[src/rtl/cpu_types_pkg.sv]
// Shared word/tag types and constants for the front-end pipeline control registers.
package cpu_types_pkg;
  localparam int WBITS = 32;
  typedef logic [WBITS-1:0] word_t;
  typedef word_t tag_t;
  localparam word_t NOP_INSTR = 32'h0000_0000;
  localparam tag_t  TAG_NONE  = 32'h0000_0000;

  function automatic word_t next_word(input word_t addr);
    return addr + 32'd4;
  endfunction
endpackage

[src/rtl/pipe_ctrl_if.sv]
// Stall/flush controls from the hazard unit and the control-flow tag chain fed back to it.
interface pipe_ctrl_if;
  import cpu_types_pkg::*;
  logic stall_PC;
  logic stall_IFID;
  logic flush_IFID;
  logic flush_IDEX;
  tag_t tmpPC;
  tag_t IDEX_tmpPC;
  tag_t EXMEM_tmpPC;

  modport pc (
    input  stall_PC, stall_IFID, flush_IFID, flush_IDEX,
    output tmpPC, IDEX_tmpPC, EXMEM_tmpPC
  );
  modport hu (
    input  tmpPC, IDEX_tmpPC, EXMEM_tmpPC,
    output stall_PC, stall_IFID, flush_IFID, flush_IDEX
  );
endinterface

[src/rtl/pc_reg.sv]
// Program counter with stall/redirect/increment next-PC selection and the icache read enable.
module pc_reg
  import cpu_types_pkg::*;
#(
  parameter word_t PC_INIT = 32'h0000_0000
) (
  input  logic        CLK,
  input  logic        nRST,
  input  logic        pipe_en,
  input  logic        take_EXMEM,
  input  word_t       target_EXMEM,
  pipe_ctrl_if.pc     ctrl,
  output word_t       imemaddr,
  output word_t       pc_plus4,
  output logic        imemREN
);
  word_t pc_r;
  word_t pc_next;

  assign pc_plus4 = next_word(pc_r);
  assign imemaddr = pc_r;
  assign imemREN  = nRST;

  // A zero EX/MEM tag means no control instruction, so take_EXMEM is ignored then.
  always_comb begin
    pc_next = pc_r;
    if (ctrl.stall_PC) begin
      pc_next = pc_r;
    end else if ((ctrl.EXMEM_tmpPC != TAG_NONE) && take_EXMEM) begin
      pc_next = target_EXMEM;
    end else begin
      pc_next = pc_plus4;
    end
  end

  always_ff @(posedge CLK) begin
    if (!nRST) begin
      pc_r <= PC_INIT;
    end else if (pipe_en) begin
      pc_r <= pc_next;
    end
  end
endmodule

[src/rtl/pipe_ctrl_regs.sv]
// Front-end pipeline state: PC, IF/ID latch and the tmpPC -> IDEX -> EXMEM tag chain.
module pipe_ctrl_regs
  import cpu_types_pkg::*;
#(
  parameter word_t PC_INIT = 32'h0000_0000
) (
  input  logic        CLK,
  input  logic        nRST,
  input  logic        ihit,
  input  word_t       imemload,
  input  logic        ctrl_ID,
  input  logic        take_EXMEM,
  input  word_t       target_EXMEM,
  input  logic        stall_PC,
  input  logic        stall_IFID,
  input  logic        flush_IFID,
  input  logic        flush_IDEX,
  output word_t       imemaddr,
  output logic        imemREN,
  output word_t       instr_ID,
  output word_t       npc_ID,
  output tag_t        tmpPC,
  output tag_t        IDEX_tmpPC,
  output tag_t        EXMEM_tmpPC
);
  pipe_ctrl_if ctrl_if ();

  logic  pipe_en;
  word_t pc_plus4;
  word_t instr_r;
  word_t npc_r;
  tag_t  idex_tag_r;
  tag_t  exmem_tag_r;

  assign pipe_en            = ihit;
  assign ctrl_if.stall_PC   = stall_PC;
  assign ctrl_if.stall_IFID = stall_IFID;
  assign ctrl_if.flush_IFID = flush_IFID;
  assign ctrl_if.flush_IDEX = flush_IDEX;
  assign ctrl_if.tmpPC       = ctrl_ID ? npc_r : TAG_NONE;
  assign ctrl_if.IDEX_tmpPC  = idex_tag_r;
  assign ctrl_if.EXMEM_tmpPC = exmem_tag_r;

  pc_reg #(.PC_INIT(PC_INIT)) u_pc_reg (
    .CLK          (CLK),
    .nRST         (nRST),
    .pipe_en      (pipe_en),
    .take_EXMEM   (take_EXMEM),
    .target_EXMEM (target_EXMEM),
    .ctrl         (ctrl_if),
    .imemaddr     (imemaddr),
    .pc_plus4     (pc_plus4),
    .imemREN      (imemREN)
  );

  // Flush beats stall on IF/ID; with ihit low nothing moves, flushes included.
  always_ff @(posedge CLK) begin
    if (!nRST) begin
      instr_r     <= NOP_INSTR;
      npc_r       <= 32'h0000_0000;
      idex_tag_r  <= TAG_NONE;
      exmem_tag_r <= TAG_NONE;
    end else if (pipe_en) begin
      if (ctrl_if.flush_IFID) begin
        instr_r <= NOP_INSTR;
        npc_r   <= 32'h0000_0000;
      end else if (!ctrl_if.stall_IFID) begin
        instr_r <= imemload;
        npc_r   <= pc_plus4;
      end
      idex_tag_r  <= ctrl_if.flush_IDEX ? TAG_NONE : ctrl_if.tmpPC;
      exmem_tag_r <= idex_tag_r;
    end
  end

  assign instr_ID    = instr_r;
  assign npc_ID      = npc_r;
  assign tmpPC       = ctrl_if.tmpPC;
  assign IDEX_tmpPC  = ctrl_if.IDEX_tmpPC;
  assign EXMEM_tmpPC = ctrl_if.EXMEM_tmpPC;
endmodule

[config.mk]
export PLATFORM = sky130hd
export DESIGN_NAME = pipe_ctrl_regs
export DESIGN_NICKNAME = d
export VERILOG_FILES = /design/src/rtl/cpu_types_pkg.sv /design/src/rtl/pipe_ctrl_if.sv /design/src/rtl/pc_reg.sv /design/src/rtl/pipe_ctrl_regs.sv
export SDC_FILE = /design/constraint.sdc
export NUM_CORES = 1
export LEC_CHECK = 0
export CAP_MARGIN = 30
export CORE_ASPECT_RATIO = 2
export CORE_MARGIN = 2
export CORE_UTILIZATION = 38
export DETAILED_ROUTE_END_ITERATION = 10
export GPL_ROUTABILITY_DRIVEN = 0
export GPL_TIMING_DRIVEN = 0
export MAX_ROUTING_LAYER = met4
export PLACE_DENSITY = 0.69
export SLEW_MARGIN = 20
export SYNTH_ARGS = -nofsm -noshare
export SYNTH_HDL_FRONTEND = slang
export SYNTH_SLANG_ARGS = --single-unit
[constraint.sdc]
create_clock -name CLK -period 2.5 [get_ports CLK]
set_input_delay 0.5 -clock CLK [delete_from_list [all_inputs] [get_ports CLK]]
set_output_delay 0.5 -clock CLK [all_outputs]
set_load 0.02 [all_outputs]
---- Word-level counts from Yosys, hierarchy flattened ----
Index checks and enable logic that the tools add are counted.
word-level totals
  logic and storage cells ................. 19
  bits of input ports ..................... 73
  register bits after elaboration ......... 160
  output and inout bits ................... 193
cells by class
  add/subtract/negate cells ............... 1
  reductions and logical operators ........ 4
  bitwise logic cells ..................... 1
  muxes and demuxes ....................... 7
  equality and inequality tests ........... 1
operator list
  kind                                                                     number
  32-bit 2-to-1 mux                                                        7
  32-bit by 3-bit adder with 32-bit output, second input constant          1
  32-bit nonzero test                                                      1
  2-bit AND reduction                                                      2
  2-bit by 1-bit inequality test with 1-bit output, second input constant  1
  1-bit logical AND                                                        1
  1-bit NOT                                                                1

---- Logic depth before layout (Yosys ltp) ----
Gate-level depths: netlist (run 1).
  depth in word-level cells ............... 3
  depth in mapped cells ................... 8
  mapped depth without buffers ............ 6

---- Worst setup path before layout (run 1) ----
OpenSTA, ideal clock, no wires.
  path type ............................... register -> register
  from .................................... register u_pc_reg.pc_r[2] (netlist: u_pc_reg.imemaddr[2])
  to ...................................... register npc_r[28] (netlist: npc_ID[28])
  buffers on the path ..................... 1
  data arrival time ....................... 2.179 ns
  library setup time ...................... 0.132 ns
  path slack .............................. 0.189 ns
  required time ........................... 2.368 ns
  stages on the path, launching flop included .. 8
  period minus slack after synthesis ...... 2.311 ns
  cells stage by stage .................... dfxtp_1 -> ha_1 -> nand4_4 -> or4_4 -> buf_6 -> o31a_1 -> o21ai_0 -> a21oi_1
on the way
  longest elaborated chain between the ends .. 3
RTL lines
  what                                      RTL line              text
  from (decl)                               pc_reg.sv:17          word_t pc_r;
  from (signal assigned)                    pc_reg.sv:40          pc_r <= pc_next;
  32-bit by 3-bit adder with 32-bit output  cpu_types_pkg.sv:10   return addr + 32'd4;
  32-bit 2-to-1 mux                         pipe_ctrl_regs.sv:67  end else if (!ctrl_if.stall_IFID) begin
  32-bit 2-to-1 mux                         pipe_ctrl_regs.sv:64  if (ctrl_if.flush_IFID) begin
  to (signal assigned)                      pipe_ctrl_regs.sv:69  npc_r <= pc_plus4;
  to (decl)                                 pipe_ctrl_regs.sv:31  word_t npc_r;
No other way between the ends. The select of a mux whose other input is x is not followed.
A chain may end at the register's enable or synchronous reset.

---- Final worst setup path (run 1) ----
  from .................................... register u_pc_reg.pc_r[15] (netlist: u_pc_reg.imemaddr[15])
  to ...................................... register u_pc_reg.pc_r[27] (netlist: u_pc_reg.imemaddr[27])
on the way
  longest elaborated chain between the ends .. 2
RTL lines
  what                                      RTL line             text
  32-bit by 3-bit adder with 32-bit output  cpu_types_pkg.sv:10
  32-bit 2-to-1 mux                         pc_reg.sv:29         end else if ((ctrl.EXMEM_tmpPC != TAG_NONE) && take_EXMEM) begin
No other way between the ends.

==> metrics.md, run 1 <==
| Metric | Value |
|---|---|
| Highest ir drop seen on vdd | 523 uV |
| Crit share post-route | 94.8% |
| GRT Residual Overflow | 0 |
| Int Power | 0.00469 W |
| Clk sinks | 160 |
| Comb pwr share | 7.8% |
| Synthesized area | 0.00722 mm^2 |
| Switching Fraction | 22.7% |
| PnR worst setup slack | 0.130 ns |
| Max Clock Freq | 0.422 GHz |
| Dpl cells | 1,381 |
| Register area share after synthesis | 44.4% |
| Status | finished clean |
| Post-Place Setup Slack | -0.482 ns |
| CTS H-tree depth | 4 |
| Leak | 3.91 nW |
| Antenna Nets Post-Route | 0 |
| Die height | 199 um |
| Ys Warns | 0 |
| Syn_nets | 936 |
| Yosys cell types | 49 |
| Worst skew pair latency | 0.43 ns |
| Minimum clock period | 2.37 ns |
| Worst hold margin | 0.483 ns |
| Maximum root-to-sink buffer count | 2 |
| Num ports | 266 |
| Reg2reg start | u_pc_reg.imemaddr[15] |
| PortBufs | 264 |
| Final hold violation count | 0 |
| Nets@finish | 1,219 |
| Hold Crit Start | instr_ID[2] |
| Largest net degree at the start of global routing | 17 |
| Via Count | 7,384 |
| CP startpoint | u_pc_reg.imemaddr[15] |
| WL per Instance | 18.8 um |
| CTS tree | done |
| Area of the die | 0.0202 mm^2 |
| Crit end category | register |
| Critical Path Max Stage Delay | 0.56 ns |
| CP Class | reg -> reg |
| Clk pwr share | 49.4% |
| Commonest cells after routing, fill and taps aside | clkdlybuf4s50_1, dfxtp_1, nor2_1 |
| Total CTS buffers | 17 |
| Std-Cell Rows | 71 |
| Slowest CP cell | or4_1 |
| First-pass GRT wire length | 40,200 um |
| Pre-antenna DRT Iters | 7 |
| Syn_area_per_cell | 8.37 um^2 |
| Initial antenna violation count | 2 |
| Initial core utilization | 38.5% |
| Reg clk slew, reported paths | 0.07 ns |
| Data required, critical path | 2.85 ns |
| CORE AREA | 0.0187 mm^2 |
| Critical path buffers and inverters | 1 |
| Crit path max fanout | 7 |
| Fin cells | 1,415 |
| WL final | 26,700 um |
| Fill cells | 1,720 |
| Actual slew at the worst max-slew pin | 0.794 ns |
| Share of layout cells above drive strength 1 | 6.04% |
| Cell Pwr Density | 557 mW/mm^2 |
| Synth-to-layout area growth | 50.8% |
| Hpwl dp | 20,700 um |
| Clock Skew | 0.0121 ns |
| Max-cap violations | 0 |
| Cell count after synthesis | 862 |
| Family with the most delay on the worst path | simple AND/OR/NAND/NOR gates |
| Final setup viols | 0 |
| Hold crit path type | reg -> reg |
| Total track usage | 27.0% |
| DIE WIDTH | 101 um |
| Most common cell after layout, fill and taps aside | clkdlybuf4s50_1 |
| Top-area cell type share of the netlist area | 44.4% |
| Cell type with the largest total area after synthesis | dfxtp_1 |
| Vias in the first global route | 7,266 |
| Sequential power share | 42.8% |
| Top post-synthesis cells by area | dfxtp_1, nor2_1, mux2i_1, a21oi_1, nor3b_1 |
| RSZ-0062 raised after global routing | false |
| Worst path cell trace | buf_2, nand3_1, nor4_2, nand4_1, or4_1, a31oi_1 |
| Via/cell ratio | 5.22 |
| Critical Path AT | 2.72 ns |
| Root buffer cell | clkbuf_16 |
| CP startpoint kind | register |
| Net Switching | 0.00138 W |
| Max-slew violation count | 0 |
| Final Util | 58.1% |
| 1st-iter DRT viols | 318 |
| Post-CTS Setup Inserts | 0 |
| Yosys reg bits | 160 |
| DRC Markers | 0 |
| Rel. slew slack | 47.1% |
-- timing repair --
| item | in CTS | in global routing |
|---|---|---|
| gates resized for setup | 10 | 5 |
| endpoints found under the setup margin | 49 | 8 |
| hold buffers | 0 | 0 |
-- per-layer routing --
layer  up-vias  global-route usage (%)  routed length [um]  share of wire, %
li1       3578                       -                   -                 -
met1      3450                    27.7                9720                36
met2       287                    48.6               14500                54
met3        69                    4.74                1270               4.8
met4         0                    13.1                1220               4.6
met5         -                       -                   0                 0
-- through the flow --
stage	instance area [um^2]	power (W)	TNS, ns
after floorplan	7220	0.00286	0
after global placement	10200	0.00312	-43.89
after detailed placement	10200	0.00312	-42.56
after CTS	10900	0.00609	0
after global routing	10900	0.00623	0
final	10900	0.00606	0
-- state kept, by name, indices dropped and copies added (netlist names) --
signal,cells
u_pc_reg.imemaddr,32
EXMEM_tmpPC,32
instr_ID,32
IDEX_tmpPC,32
npc_ID,32
-- final cells by class --
cell class | count | area, um^2 | share of cell area, %
multi-input combinational | 620 | 3690 | 33.9
sequential | 160 | 3210 | 29.4
timing repair buffer | 264 | 2640 | 24.3
clock buffer | 19 | 443 | 4.07
tap | 255 | 319 | 2.93
buffer | 74 | 315 | 2.90
clock inverter | 13 | 233 | 2.14
inverter | 8 | 30.0 | 0.276
antenna | 2 | 5.00 | 0.0460
-- worst min-delay path: cells and delay by family (launching register included) --
kind	cells	cell delay [ns]
AND/OR/NAND/NOR	1	0.07
flip-flops	1	0.32
AO/OA/AOI/OAI	1	0.06
-- cell families (layout without fill, tap and decap cells) --
kind of cell             after synthesis  count (layout)  share of synthesized area (%)
other                                  0               2                              0
AO/OA/AOI/OAI                        170             170                           13.7
flip-flops                           160             160                           44.4
XOR/XNOR                              18              18                           2.18
buffers and inverters                 82             378                           4.70
multiplexers                          47              47                           6.52
AND/OR/NAND/NOR                      384             384                           28.4
adder cells (fa/ha/maj)                1               1                          0.173
-- power by group through the flow --
stage / sequential (W) / combinational [W] / clock (W)
2_1_floorplan: 0.00267 / 0.000188 / 0
3_3_place_gp: 0.00265 / 0.000474 / 0
3_5_place_dp: 0.00265 / 0.000474 / 0
4_1_cts: 0.00259 / 0.000478 / 0.00302
5_1_grt: 0.00259 / 0.000509 / 0.00313
6_report: 0.00259 / 0.000475 / 0.00300
-- Yosys cell counts (all sizes together) --
cell       n
or4        4
o31ai      2
dfxtp    160
nor3      21
or3        3
clkbuf    57
or4b       1
or2        6
and2      38
nand4     15
buf       17
o22ai      7
nor2     128
o2bb2ai    1
o21ai     26
nor2b     34
xor2       7
o31a       7
nor4      14
nand2     41
nand3     38
xnor2     11
o211ai     4
nand2b     1
nor4b      2
o21a       7
o32ai      2
a31oi     15
a21oi     87
nor3b     35
mux2i     47
and4b      1
nand3b     1
ha         1
inv        8
o311ai     1
a22oi     11
and3       1
-- path summary, 6_finish.rpt --
kind | slack [ns] | end | cells after the start
worst max-delay path | 0.13 | u_pc_reg.imemaddr[27] | 6
worst min-delay path | 0.48 | instr_ID[2] | 2
worst max register to register | 0.13 | u_pc_reg.imemaddr[27] | 6
worst min register to register | 0.48 | instr_ID[2] | 2
Power figures use the tool's default switching activity.
==> inputs of run 2 (changes only) <==
--- a/config.mk
+++ b/config.mk
@@ -14,7 +14,6 @@
 export GPL_TIMING_DRIVEN = 0
 export MAX_ROUTING_LAYER = met4
 export PLACE_DENSITY = 0.69
-export SLEW_MARGIN = 20
 export SYNTH_ARGS = -nofsm -noshare
 export SYNTH_HDL_FRONTEND = slang
 export SYNTH_SLANG_ARGS = --single-unit
==> results of run 2 <==
Same layout as run 1: the final DEF is identical, and so are final timing and power.
